===== src/rtl/syn_branch_predictor_if.sv =====
// Branch predictor fetch/resolve bus.
//   master : fetch/resolve side; drives lookup_pc and the upd_* outcome fields,
//            receives the pred_* lookup results.
//   slave  : predictor side.
// Ports:
//   lookup_pc       fetch PC (word address)
//   pred_hit        lookup_pc matches a valid entry
//   pred_taken      predicted taken
//   pred_target     predicted target (0 on miss)
//   upd_valid       resolved control-flow outcome present this cycle
//   upd_pc          PC of the resolved instruction
//   upd_taken       actual outcome (branched || is_jump)
//   upd_target      actual target
//   upd_pred_taken  prediction made at fetch (statistics only)
//   upd_pred_target target predicted at fetch (statistics only)
interface syn_branch_predictor_if #(
    parameter int unsigned AddrBit = 10
);
    logic [AddrBit-1:0] lookup_pc;
    logic               pred_hit;
    logic               pred_taken;
    logic [AddrBit-1:0] pred_target;
    logic               upd_valid;
    logic [AddrBit-1:0] upd_pc;
    logic               upd_taken;
    logic [AddrBit-1:0] upd_target;
    logic               upd_pred_taken;
    logic [AddrBit-1:0] upd_pred_target;

    modport master (
        output lookup_pc,
        input  pred_hit,
        input  pred_taken,
        input  pred_target,
        output upd_valid,
        output upd_pc,
        output upd_taken,
        output upd_target,
        output upd_pred_taken,
        output upd_pred_target
    );

    modport slave (
        input  lookup_pc,
        output pred_hit,
        output pred_taken,
        output pred_target,
        input  upd_valid,
        input  upd_pc,
        input  upd_taken,
        input  upd_target,
        input  upd_pred_taken,
        input  upd_pred_target
    );
endinterface


===== src/rtl/syn_branch_predictor.sv =====
// Direct-mapped branch target buffer with saturating-counter direction
// prediction. Lookup is combinational (zero latency); training happens at most
// once per clock from the resolved outcome on the update fields of the bus.
// Ports:
//   clk            rising-edge clock
//   rst_n          asynchronous active-low reset
//   en             global step enable; state only changes while high
//   bus            syn_branch_predictor_if.slave (lookup + update)
//   branch_cnt     (BP_STATS_EN only) count of applied updates, saturating
//   mispredict_cnt (BP_STATS_EN only) count of mispredicted updates, saturating
// Optional feature macro: BP_STATS_EN.
module syn_branch_predictor #(
    parameter int unsigned AddrBit  = 10,
    parameter int unsigned IndexBit = 4,
    parameter int unsigned TagBit   = 6,
    parameter int unsigned CtrBit   = 2
) (
    input  logic                        clk,
    input  logic                        rst_n,
    input  logic                        en,
    syn_branch_predictor_if.slave       bus
`ifdef BP_STATS_EN
    ,
    output logic [31:0]                 branch_cnt,
    output logic [31:0]                 mispredict_cnt
`endif
);

    if (IndexBit + TagBit > AddrBit) begin : g_bad_index_tag
        $error("syn_branch_predictor: IndexBit + TagBit must not exceed AddrBit");
    end
    if (CtrBit < 1) begin : g_bad_ctr
        $error("syn_branch_predictor: CtrBit must be at least 1");
    end

    localparam int unsigned Entries = 2 ** IndexBit;
    localparam logic [CtrBit-1:0] CtrMax          = {CtrBit{1'b1}};
    localparam logic [CtrBit-1:0] CtrWeakTaken    = CtrBit'(1 << (CtrBit - 1));
    localparam logic [CtrBit-1:0] CtrWeakNotTaken = CtrBit'((1 << (CtrBit - 1)) - 1);

    logic               valid_q  [Entries];
    logic [TagBit-1:0]  tag_q    [Entries];
    logic [AddrBit-1:0] target_q [Entries];
    logic [CtrBit-1:0]  ctr_q    [Entries];

    // Lookup: reads current table contents, so a same-cycle update is not bypassed.
    logic [IndexBit-1:0] lk_idx;
    logic [TagBit-1:0]   lk_tag;
    logic                lk_hit;

    always_comb begin
        lk_idx          = bus.lookup_pc[IndexBit-1:0];
        lk_tag          = bus.lookup_pc[IndexBit+TagBit-1:IndexBit];
        lk_hit          = valid_q[lk_idx] && (tag_q[lk_idx] == lk_tag);
        bus.pred_hit    = lk_hit;
        bus.pred_taken  = lk_hit && ctr_q[lk_idx][CtrBit-1];
        bus.pred_target = lk_hit ? target_q[lk_idx] : '0;
    end

    // Update: next value of the single entry addressed by upd_pc.
    logic [IndexBit-1:0] upd_idx;
    logic [TagBit-1:0]   upd_tag;
    logic                upd_hit;
    logic                upd_fire;
    logic                upd_we;
    logic [AddrBit-1:0]  target_d;
    logic [CtrBit-1:0]   ctr_d;

    always_comb begin
        upd_idx  = bus.upd_pc[IndexBit-1:0];
        upd_tag  = bus.upd_pc[IndexBit+TagBit-1:IndexBit];
        upd_hit  = valid_q[upd_idx] && (tag_q[upd_idx] == upd_tag);
        upd_fire = en && bus.upd_valid;
        // A not-taken miss never allocates.
        upd_we   = upd_fire && (upd_hit || bus.upd_taken);
        target_d = target_q[upd_idx];
        ctr_d    = ctr_q[upd_idx];
        if (upd_hit) begin
            if (bus.upd_taken) begin
                ctr_d    = (ctr_q[upd_idx] == CtrMax) ? CtrMax : ctr_q[upd_idx] + 1'b1;
                target_d = bus.upd_target;
            end else begin
                ctr_d = (ctr_q[upd_idx] == '0) ? '0 : ctr_q[upd_idx] - 1'b1;
            end
        end else begin
            target_d = bus.upd_target;
            ctr_d    = CtrWeakTaken;
        end
    end

    always_ff @(posedge clk or negedge rst_n) begin
        if (!rst_n) begin
            for (int unsigned i = 0; i < Entries; i++) begin
                valid_q[i]  <= 1'b0;
                tag_q[i]    <= '0;
                target_q[i] <= '0;
                ctr_q[i]    <= CtrWeakNotTaken;
            end
        end else if (upd_we) begin
            valid_q[upd_idx]  <= 1'b1;
            tag_q[upd_idx]    <= upd_tag;
            target_q[upd_idx] <= target_d;
            ctr_q[upd_idx]    <= ctr_d;
        end
    end

    // PC bits above the tag take no part in indexing or matching.
    if (AddrBit > IndexBit + TagBit) begin : g_unused_pc_hi
        logic unused_pc_hi;
        assign unused_pc_hi = ^{bus.lookup_pc[AddrBit-1:IndexBit+TagBit],
                                bus.upd_pc[AddrBit-1:IndexBit+TagBit]};
    end

`ifdef BP_STATS_EN
    logic mispredict;

    always_comb begin
        mispredict = (bus.upd_pred_taken != bus.upd_taken) ||
                     (bus.upd_taken && bus.upd_pred_taken &&
                      (bus.upd_pred_target != bus.upd_target));
    end

    always_ff @(posedge clk or negedge rst_n) begin
        if (!rst_n) begin
            branch_cnt     <= '0;
            mispredict_cnt <= '0;
        end else if (upd_fire) begin
            if (branch_cnt != 32'hFFFF_FFFF) begin
                branch_cnt <= branch_cnt + 32'd1;
            end
            if (mispredict && (mispredict_cnt != 32'hFFFF_FFFF)) begin
                mispredict_cnt <= mispredict_cnt + 32'd1;
            end
        end
    end
`else
    logic unused_pred_info;
    assign unused_pred_info = ^{bus.upd_pred_taken, bus.upd_pred_target};
`endif

endmodule

===== src/flat_wrapper.sv =====
// flat-port wrapper written by rule: the top's interface ports become plain ports
module syn_branch_predictor_flat 
#(
    parameter int unsigned AddrBit  = 10,
    parameter int unsigned IndexBit = 4,
    parameter int unsigned TagBit   = 6,
    parameter int unsigned CtrBit   = 2
)
  (clk, rst_n, en, bus_lookup_pc, bus_pred_hit, bus_pred_taken, bus_pred_target, bus_upd_valid, bus_upd_pc, bus_upd_taken, bus_upd_target, bus_upd_pred_taken, bus_upd_pred_target);
  syn_branch_predictor_if #(.AddrBit(AddrBit)) bus_i ();
  input  logic clk;
  input  logic rst_n;
  input  logic en;
  input wire logic [$bits(bus_i.lookup_pc)-1:0] bus_lookup_pc;
  output wire logic [$bits(bus_i.pred_hit)-1:0] bus_pred_hit;
  output wire logic [$bits(bus_i.pred_taken)-1:0] bus_pred_taken;
  output wire logic [$bits(bus_i.pred_target)-1:0] bus_pred_target;
  input wire logic [$bits(bus_i.upd_valid)-1:0] bus_upd_valid;
  input wire logic [$bits(bus_i.upd_pc)-1:0] bus_upd_pc;
  input wire logic [$bits(bus_i.upd_taken)-1:0] bus_upd_taken;
  input wire logic [$bits(bus_i.upd_target)-1:0] bus_upd_target;
  input wire logic [$bits(bus_i.upd_pred_taken)-1:0] bus_upd_pred_taken;
  input wire logic [$bits(bus_i.upd_pred_target)-1:0] bus_upd_pred_target;
  assign bus_i.lookup_pc = bus_lookup_pc;
  assign bus_pred_hit = bus_i.pred_hit;
  assign bus_pred_taken = bus_i.pred_taken;
  assign bus_pred_target = bus_i.pred_target;
  assign bus_i.upd_valid = bus_upd_valid;
  assign bus_i.upd_pc = bus_upd_pc;
  assign bus_i.upd_taken = bus_upd_taken;
  assign bus_i.upd_target = bus_upd_target;
  assign bus_i.upd_pred_taken = bus_upd_pred_taken;
  assign bus_i.upd_pred_target = bus_upd_pred_target;
  syn_branch_predictor #(.AddrBit(AddrBit), .IndexBit(IndexBit), .TagBit(TagBit), .CtrBit(CtrBit)) u_core (.clk(clk), .rst_n(rst_n), .en(en), .bus(bus_i));
endmodule

===== config.mk =====
export PLATFORM = sky130hd
export DESIGN_NAME = syn_branch_predictor_flat
export DESIGN_NICKNAME = d
export VERILOG_FILES = /design/src/rtl/syn_branch_predictor_if.sv /design/src/rtl/syn_branch_predictor.sv /design/src/flat_wrapper.sv
export SDC_FILE = /design/constraint.sdc
export NUM_CORES = 1
export LEC_CHECK = 0
export CAP_MARGIN = 20
export CORE_ASPECT_RATIO = 0.8
export CORE_MARGIN = 2
export CORE_UTILIZATION = 55
export CTS_CLUSTER_DIAMETER = 80
export DETAILED_ROUTE_END_ITERATION = 16
export PLACE_DENSITY_LB_ADDON = 0.12
export SYNTH_ARGS = -nofsm -noshare
export SYNTH_HDL_FRONTEND = slang
export SYNTH_SLANG_ARGS = --single-unit

===== constraint.sdc =====
create_clock -name clk -period 5.1 [get_ports clk]
set_input_delay 0.765 -clock clk [delete_from_list [all_inputs] [get_ports clk]]
set_output_delay 0.765 -clock clk [all_outputs]
set_load 0.01 [all_outputs]

==> results.toml <==
[grt]
grt_pass1_wl_mm = 64.64
grt_usage = 0.2769
grt.busiest_layer = "met2"
grt_pass1_vias = 10310
grt_max_degree = 111
met2_usage = 0.4342
antenna_found_initial = 0
grt_util_met1 = 0.4168
grt_use_met3 = 0.03547
overflow = 0

[sta]
final_max_slew_viol_count = 0
layout_min_cycle_time_ns = 4.810
setup_ws_ns = 0.2905
tightest_slew_ns = 0.8660
whs_ns = 0.2524
fin_tns_setup_ns = 0
hold_viol_final = 0
fin_crit_sh = 0.9430
rsz0062_at_grt = "no"
max_freq_mhz = 207.9
skew_ns = 0.01018
relSlewSlack = 0.4227
finalSetupViolCount = 0

[die]
die_area_um2 = 31410
io_pins = 58
num_rows = 56
die_x_um = 197.6
core_region_area_um2 = 29430
die_y_um = 158.9
start_util = 0.5606

[route]
avgRoutedWirePerCell_um = 28.57
drcViolationCount = 0
drtIter0Drc = 758
wirelength_mm = 41.82
first_pass_iters = 4
viasPerCell = 6.693
vias = 9798
ant_nets = 0

[placed_design]
hpwl_mm = 25.95
numPortBuffers = 46
place_ws_ns = 0.2810
dpl.cell_count = 1411
gp_routability_congestion = 0.8110

[synthesis]
syn-instance-count = 1034
yosys_warnings = 0
avgSynthCellArea_um2 = 15.96
syn_nets = 1080
syn_area_um2 = 16500
yosysSeqAreaShare = 0.4623
synth_cell_types = 52
ys_ff_latch = 304

[setup_path]
arrival_ns = 4.04
rrSetupSlack_ns = 1.67
cp.required_ns = 4.34
start_kind = "input port"
cp_max_fo = 20
r2r-end = "u_core.target_q[134]"
critPathKind = "input port to output pin"
cp-end-kind = "output pin"
reg2reg_from = "u_core.tag_q[77]"
reg2reg_depth = 9

[run]
max_cap_viol_count = 0

[pwr]
total_leakage_power_nw = 8.118
p_total_mw = 6.267
power_density_nw_per_um2 = 341.1
ir_drop_mv = 0.2629

[layout]
antennaDiodeCount = 0
drive_above_1_share = 0.5428
final_common_cell = "dfrtp_1"
area_growth_syn_to_layout_pct = 11.36
nNetsFinal = 1114
layout_common_cells = "dfrtp_1, mux2_2, mux4_2"
stdcell_count = 1464

[clocking]
cts-root-buf = "clkbuf_16"
postCtsSetupBuffers = 0
hold_buffers = 0
cts_tree = "built"
ctsHtreeMaxLevel = 1
clock_sinks = 304
ctsLongestPathBuffers = 3
cts_resized = 0
clock_latency_ns = 0.56
cts_buffers = 31
clkTransAtPathRegs_ns = 0.06

[hold_path]
worstHoldPathType = "input port to async pin"

[run_status]
outcome = "finished, final reports clean"
==> worst max-delay path: stages <==
cell and delay [ns]:
buf_4 0.36, buf_4 0.24, mux4_2 0.49, nor2b_1 0.14
a211oi_1 0.31, a21oi_1 0.15, xor2_1 0.17, or4_1 0.48
buf_4 0.22, nor2b_1 0.15, clkdlybuf4s50_1 0.55
==> how the worst max path moves through the flow <==
stage                                 from                 end  cells after the start
final                     bus_lookup_pc[0]      bus_pred_taken                     11
after global routing      bus_lookup_pc[0]  bus_pred_target[0]                     11
after CTS                 bus_lookup_pc[0]      bus_pred_taken                      9
after detailed placement  bus_lookup_pc[0]  bus_pred_target[1]                      9
after global placement    bus_lookup_pc[0]  bus_pred_target[8]                      9
after floorplan           bus_lookup_pc[0]  bus_pred_target[0]                      9
==> cells by family after synthesis <==
group | share of synthesized area
DFF | 0.4623
AOI/OAI and AO/OA | 0.01593
xor gates and xnor gates | 0.006371
muxes | 0.4496
adders and majority gates | 0.0006067
buffers and inverters | 0.03140
and+or+nand+nor | 0.03382
==> flip-flops by register name, summed over array words and instances (netlist names) <==
signal	count
u_core.ctr_q	32
u_core.tag_q	96
u_core.target_q	160
u_core.valid_q	16
==> routing by layer <==
metal | share of wire | up-vias
li1 | - | 4098
met2 | 0.48 | 281
met4 | 0.023 | 0
met5 | 0 | -
met1 | 0.44 | 5348
met3 | 0.052 | 71
==> cell usage after synthesis, drive strengths merged <==
master / instances / area (µm²)
a311o: 1 / 10.01
or2: 4 / 25.02
and3: 4 / 25.02
nand2b: 16 / 100.1
buf: 68 / 386.6
nor2: 11 / 41.29
or4: 3 / 22.52
mux2: 298 / 3423
o2bb2ai: 1 / 8.760
o32a: 1 / 10.01
mux4: 169 / 3814
a32o: 5 / 50.05
o2111ai: 1 / 8.760
dfrtp: 288 / 7207
or3: 5 / 31.28
o2111a: 1 / 12.51
o21ai: 1 / 5.000
o22ai: 1 / 6.260
nor2b: 19 / 118.9
o22a: 1 / 8.760
nand3: 5 / 25.02
mux2i: 18 / 180.2
nor3b: 2 / 15.01
maj3: 1 / 10.01
nor4: 1 / 12.51
clkbuf: 31 / 116.4
xnor2: 9 / 78.83
a21o: 2 / 15.01
xor2: 3 / 26.28
o211a: 1 / 10.01
a221oi: 1 / 8.760
nor3: 4 / 31.28
a21oi: 6 / 33.78
nand4b: 2 / 17.52
nand4: 5 / 31.28
a21boi: 1 / 7.510
a22oi: 4 / 30.03
inv: 4 / 15.01
nand2: 14 / 52.55
o211ai: 3 / 22.52
a211oi: 2 / 15.01
dfstp: 16 / 420.4
or3b: 1 / 8.760
==> where the power goes <==
part / leakage [nW] / switching [mW] / internal, mW
registers: 3.97 / 0.233 / 2.74
logic: 3.68 / 0.421 / 0.686
clock network: 0.470 / 0.933 / 1.26
total: 8.12 / 1.59 / 4.68
==> stage by stage <==
stage	utilization	cell area [µm²]
after global placement	0.5916	17410
after global routing	0.6243	18370
after floorplan	-	16500
after detailed placement	0.5916	17410
final	0.6243	18370
after CTS	0.6241	18370
==> layout make-up <==
type	instances	area [µm²]
Clock buffer	48	909.6
Tap cell	377	471.7
Sequential cell	304	7627
Timing Repair Buffer	100	945.9
Multi-Input combinational cell	627	8358
Inverter	4	15.01
Fill cell	2222	11060
Clock inverter	4	45.04
Power figures use the tool's default switching activity.
